===== config.mk =====
export PLATFORM = sky130hd
export DESIGN_NAME = ps2_rx_fifo
export DESIGN_NICKNAME = d
export VERILOG_FILES = /design/src/rtl/ps2_rx_fifo.sv
export SDC_FILE = /design/constraint.sdc
export NUM_CORES = 1
export LEC_CHECK = 0
export BUFFER_PORTS_ARGS = -buffer_cell sky130_fd_sc_hd__buf_2
export CORE_MARGIN = 2
export CORE_UTILIZATION = 40
export DETAILED_ROUTE_END_ITERATION = 8
export PLACE_DENSITY = 0.53
export SYNTH_ARGS = -nofsm -noshare
export SYNTH_HDL_FRONTEND = slang
export SYNTH_SLANG_ARGS = --single-unit

===== constraint.sdc =====
create_clock -name i_clk -period 5.8 [get_ports i_clk]
set_input_delay 0.29 -clock i_clk [delete_from_list [all_inputs] [get_ports i_clk]]
set_output_delay 0.29 -clock i_clk [all_outputs]
set_load 0.02 [all_outputs]

===== src/rtl/ps2_rx_fifo.sv =====
// PS/2 device-to-host receiver: synchronise and de-glitch the bus, frame bytes,
// fold E0/F0 prefixes into flags and queue scan events in a first-word fall-through FIFO.
module ps2_rx_fifo #(
  parameter int unsigned FIFO_DEPTH  = 8,
  parameter int unsigned SYNC_STAGES = 2,
  parameter int unsigned FILTER_LEN  = 4,
  parameter int unsigned TIMEOUT_CYC = 50000
) (
  input  logic                          i_clk,
  input  logic                          i_rst,
  input  logic                          i_ps2_clk,
  input  logic                          i_ps2_data,
  output logic                          o_valid,
  input  logic                          i_ready,
  output logic [7:0]                    o_code,
  output logic                          o_break,
  output logic                          o_ext,
  output logic                          o_frame_err,
  output logic                          o_overflow,
  output logic [$clog2(FIFO_DEPTH):0]   o_level
);

  localparam int unsigned AW = $clog2(FIFO_DEPTH);
  localparam int unsigned FW = $clog2(FILTER_LEN + 1);
  localparam int unsigned TW = $clog2(TIMEOUT_CYC + 1);

  typedef enum logic [1:0] {IDLE, DATA, PARITY, STOP} state_t;

  logic [SYNC_STAGES-1:0] clk_sync;
  logic [SYNC_STAGES-1:0] data_sync;
  logic                   clk_s;
  logic                   data_s;

  always_ff @(posedge i_clk or posedge i_rst) begin
    if (i_rst) begin
      clk_sync  <= '1;
      data_sync <= '1;
    end else begin
      clk_sync  <= {clk_sync[SYNC_STAGES-2:0], i_ps2_clk};
      data_sync <= {data_sync[SYNC_STAGES-2:0], i_ps2_data};
    end
  end

  assign clk_s  = clk_sync[SYNC_STAGES-1];
  assign data_s = data_sync[SYNC_STAGES-1];

  logic          filt;
  logic [FW-1:0] filt_cnt;
  logic          fall;

  // fall is asserted for the cycle after the filtered clock drops from 1 to 0
  always_ff @(posedge i_clk or posedge i_rst) begin
    if (i_rst) begin
      filt     <= 1'b1;
      filt_cnt <= '0;
      fall     <= 1'b0;
    end else begin
      fall <= 1'b0;
      if (clk_s == filt) begin
        filt_cnt <= '0;
      end else if (filt_cnt == FW'(FILTER_LEN - 1)) begin
        filt     <= clk_s;
        filt_cnt <= '0;
        fall     <= filt;
      end else begin
        filt_cnt <= filt_cnt + FW'(1);
      end
    end
  end

  state_t        state;
  logic [2:0]    bit_cnt;
  logic [7:0]    shift;
  logic          par;
  logic [TW-1:0] to_cnt;
  logic          rx_done;
  logic [7:0]    rx_byte;
  logic          frame_err;

  always_ff @(posedge i_clk or posedge i_rst) begin
    if (i_rst) begin
      state     <= IDLE;
      bit_cnt   <= '0;
      shift     <= '0;
      par       <= 1'b0;
      to_cnt    <= '0;
      rx_done   <= 1'b0;
      rx_byte   <= '0;
      frame_err <= 1'b0;
    end else begin
      rx_done   <= 1'b0;
      frame_err <= 1'b0;
      if (fall) begin
        to_cnt <= '0;
        unique case (state)
          IDLE: begin
            if (!data_s) begin
              state   <= DATA;
              bit_cnt <= '0;
            end
          end
          DATA: begin
            shift   <= {data_s, shift[7:1]};
            bit_cnt <= bit_cnt + 3'd1;
            if (bit_cnt == 3'd7) state <= PARITY;
          end
          PARITY: begin
            par   <= data_s;
            state <= STOP;
          end
          STOP: begin
            state <= IDLE;
            if ((^{shift, par}) && data_s) begin
              rx_done <= 1'b1;
              rx_byte <= shift;
            end else begin
              frame_err <= 1'b1;
            end
          end
        endcase
      end else if (state != IDLE) begin
        if (to_cnt == TW'(TIMEOUT_CYC)) begin
          state     <= IDLE;
          frame_err <= 1'b1;
          to_cnt    <= '0;
        end else begin
          to_cnt <= to_cnt + TW'(1);
        end
      end
    end
  end

  logic       ext;
  logic       brk;
  logic       push;
  logic [9:0] push_data;

  // Prefix bytes only update flags; any other byte becomes an event {ext, brk, code}
  always_ff @(posedge i_clk or posedge i_rst) begin
    if (i_rst) begin
      ext       <= 1'b0;
      brk       <= 1'b0;
      push      <= 1'b0;
      push_data <= '0;
    end else begin
      push <= 1'b0;
      if (frame_err) begin
        ext <= 1'b0;
        brk <= 1'b0;
      end else if (rx_done) begin
        if (rx_byte == 8'hE0) begin
          ext <= 1'b1;
        end else if (rx_byte == 8'hF0) begin
          brk <= 1'b1;
        end else begin
          push      <= 1'b1;
          push_data <= {ext, brk, rx_byte};
          ext       <= 1'b0;
          brk       <= 1'b0;
        end
      end
    end
  end

  logic [9:0]    mem [FIFO_DEPTH];
  logic [AW-1:0] wptr;
  logic [AW-1:0] rptr;
  logic [AW:0]   level;
  logic          overflow;
  logic          full;
  logic          pop;
  logic          wr;
  logic [9:0]    head;

  assign full = (level == (AW+1)'(FIFO_DEPTH));
  assign pop  = o_valid && i_ready;
  assign wr   = push && (!full || pop);

  always_ff @(posedge i_clk) begin
    if (wr) mem[wptr] <= push_data;
  end

  always_ff @(posedge i_clk or posedge i_rst) begin
    if (i_rst) begin
      wptr     <= '0;
      rptr     <= '0;
      level    <= '0;
      overflow <= 1'b0;
    end else begin
      if (wr)  wptr <= wptr + AW'(1);
      if (pop) rptr <= rptr + AW'(1);
      unique case ({wr, pop})
        2'b10:   level <= level + (AW+1)'(1);
        2'b01:   level <= level - (AW+1)'(1);
        default: level <= level;
      endcase
      if (push && full && !pop) overflow <= 1'b1;
    end
  end

  assign head = mem[rptr];

  always_comb begin
    o_valid     = (level != '0);
    o_code      = o_valid ? head[7:0] : '0;
    o_break     = o_valid ? head[8] : 1'b0;
    o_ext       = o_valid ? head[9] : 1'b0;
    o_frame_err = frame_err;
    o_overflow  = overflow;
    o_level     = level;
  end

endmodule

==> impl_results.md <==
* # IOs at 22
* CTS Buffer Depth at 2
* Worst Skew at 8.77 ps
* Post-Synthesis Cell Area at 6520 um2
* Final min period at 2840 ps
* Final hold violation count at 0
* Max IR drop VDD at 0.192 mV
* Max Slew Vio Count at 0
* P_sw at 568 uW
* Final setup viols at 0
* Port-buffer cells at 21
* Maxcap violations at 0
* Worst hold slack at 130 ps
* GR Overflow Total at 0
* Flop pwr share at 49.9%
* Switching share of power at 23.6%
* TritonCTS buffer count at 17
* Min-delay worst type: primary input to async pin
* Initial antenna violation count at 0
* CP Capture Type: output port
* Fraction of layout cells with a size suffix above 1 at 23.4%
* CTS Sinks at 153
* Post-DRT Antenna Nets at 0
* Root Buffer: clkbuf_16
* Fraction of the yosys area taken by sequential cells at 64.9%
* WS Path Type: flip-flop to output port
* Vias in the first global route at 3827
* FF-to-FF path depth at 6
* Largest net degree at the start of global routing at 74
* Crit-path max FO at 12
* Initial core utilization at 41.1%
* Dominant synthesized flop cell: edfxtp_1
* Post-Synthesis Cells at 446
* Total Routing Usage GR at 14.6%
* Startpoint types: flip-flop
* GP Congestion at 0.737
* Clock Pin Slew Worst Setup and Hold Paths at 70 ps
* Routed vias at 3571
* Post-synth ARST share at 47.7%
* Fin util at 47.1%
* Die Area at 17300 um2
* Drt first pass iters at 5
* Leakage power at 0.00320 uW
* DRC errors left at 0
* DIE WIDTH at 132 um
* CTS tree: done
* ANT cells at 0
* PwrDens at 321 nW/um2
* Worst-Margin Slew at 1060 ps
* Row count at 46
* Clock share of power at 44.6%
* R2R setup slack at 3380 ps
* RSZ-0062 raised after global routing: false
* Final nets at 496
* Height of the die at 132 um
* Max transition margin at 29.0%
* Gate power share at 5.5%
* Final worst-path cycle share at 48.9%
* WL final at 11.6 mm
* Unique masters post-synth at 53
* Number of gates resized after CTS at 0
* Required time of the worst setup path at 5510 ps
* Post-DP HPWL at 7.50 mm
* Post-CTS setup buffers at 0
* WP data arrival at 2550 ps
* Synth Warn # at 0
* First-pass GRT wire length at 19.6 mm
* WL/cell at 16.3 um
* Skew-Pair Late Insertion Delay at 420 ps
* Count of flip-flops with a built-in enable after synthesis at 80
* Initial DRC Count at 201
* CTS H-tree depth at 4
* Status: finished clean
* Synthesis-to-finish area growth at 14.8%
* Max Clk Rate at 353 MHz
* Filler cells at 1441
* Syn_nets at 463
* Average size of a mapped cell at 14.6 um2
* Hold buffer count at CTS at 2
* Seq cells post-synth at 153
* Sum Neg Setup Slack at 0 ps
* Core area at 15900 um2
* Via-per-instance ratio at 5.04
* Internal Power at 1830 uW
==> state kept, by name (all words and copies together) (netlist names), 4 cells and up <==
name / cells
shift: 8
rx_byte: 8
o_level: 4
push_data: 10
to_cnt: 16
mem: 80
==> cell type report <==
type / count / area, um2 / area share (%)
flip-flops and latches: 153 / 4240 / 56.6
multi-input cells: 263 / 2170 / 29.0
clock buffers: 19 / 443 / 5.92
well taps: 216 / 270 / 3.61
repair buffers: 30 / 178 / 2.37
clock inverters: 13 / 138 / 1.84
inverters: 14 / 52.6 / 0.702
==> power by group through the flow <==
| stage | sequential, uW | clock, uW | combinational, uW |
|---|---|---|---|
| after detailed placement | 1220 | 0 | 134 |
| after global routing | 1200 | 1140 | 156 |
| after floorplan | 1210 | 0 | 107 |
| final | 1200 | 1070 | 133 |
| after CTS | 1200 | 1100 | 137 |
| after global placement | 1220 | 0 | 130 |
==> stage by stage <==
| step | power [uW] | setup slack, ps | area, um2 | std cells |
|---|---|---|---|---|
| after floorplan | 1320 | 3400 | 6520 | 446 |
| after global placement | 1350 | 3380 | 6880 | 674 |
| after detailed placement | 1350 | 3310 | 6880 | 674 |
| after CTS | 2440 | 2860 | 7480 | 708 |
| after global routing | 2500 | 2750 | 7480 | 708 |
| final | 2400 | 2960 | 7480 | 708 |
==> cell usage in the layout (no fill, tap or decap), types with 12 or more instances in the layout <==
master     synthesis  routed
dfrtp_1           68      68
ha_1              12      12
mux2i_1           13      13
nand2_1           48      48
buf_2              4      21
mux2_2            22      22
mux4_2            20      20
nor2_1            29      29
clkbuf_16          0      17
a21oi_1           15      15
edfxtp_1          80      80
inv_1             14      13
==> worst max-delay path, stage by stage (launching register included) <==
cell and delay [ps]:
dfrtp_1 770, buf_4 390, mux4_2 540, mux2i_1 160, nor2_1 60, buf_2 200
==> path summary, 6_finish.rpt <==
kind,end,start
max,o_code[1],rptr[0]
min,to_cnt[9],i_rst
max reg2reg,o_frame_err,to_cnt[0]
min reg2reg,data_sync[1],data_sync[0]
max in group asynchronous,filt_cnt[1],i_rst
min in group i_clk,rptr[0],i_ready
==> kinds of logic (layout without fill, tap and decap cells) <==
| group | count (synthesis) | count (layout) | share of synthesized area, % |
|---|---|---|---|
| flops | 153 | 153 | 64.9 |
| simple gates | 133 | 133 | 10.3 |
| mux | 56 | 56 | 13.0 |
| compound gates | 44 | 44 | 4.68 |
| buf+inv | 30 | 76 | 1.82 |
| xor+xnor | 18 | 18 | 2.86 |
| fa+ha+maj | 12 | 12 | 2.30 |
==> metal layers <==
| metal | GRT usage (%) | wire length, um | up-vias |
|---|---|---|---|
| li1 | - | - | 1736 |
| met1 | 17.9 | 5210 | 1786 |
| met2 | 24.5 | 5910 | 36 |
| met3 | 4.36 | 302 | 13 |
| met4 | 5.62 | 137 | 0 |
| met5 | 0 | 0 | - |
==> synthesized netlist by cell type, types with 6 or more instances <==
| cell | count | share of area [%] |
|---|---|---|
| nand3_1 | 8 | 0.61 |
| mux2_2 | 22 | 3.8 |
| edfxtp_1 | 80 | 37 |
| nand4_1 | 6 | 0.58 |
| clkbuf_1 | 9 | 0.52 |
| nor2_1 | 29 | 1.7 |
| mux2i_1 | 13 | 2.0 |
| o31ai_1 | 7 | 0.81 |
| or4_1 | 7 | 0.81 |
| nand2_1 | 48 | 2.8 |
| a21oi_1 | 15 | 1.2 |
| mux4_2 | 20 | 6.9 |
| ha_1 | 12 | 2.3 |
| xnor2_1 | 9 | 1.2 |
| inv_1 | 14 | 0.81 |
| o21ai_0 | 6 | 0.46 |
| nand2b_1 | 6 | 0.58 |
| dfrtp_1 | 68 | 26 |
| xor2_1 | 7 | 0.94 |
No activity file was read; power rests on OpenSTA's default activity.
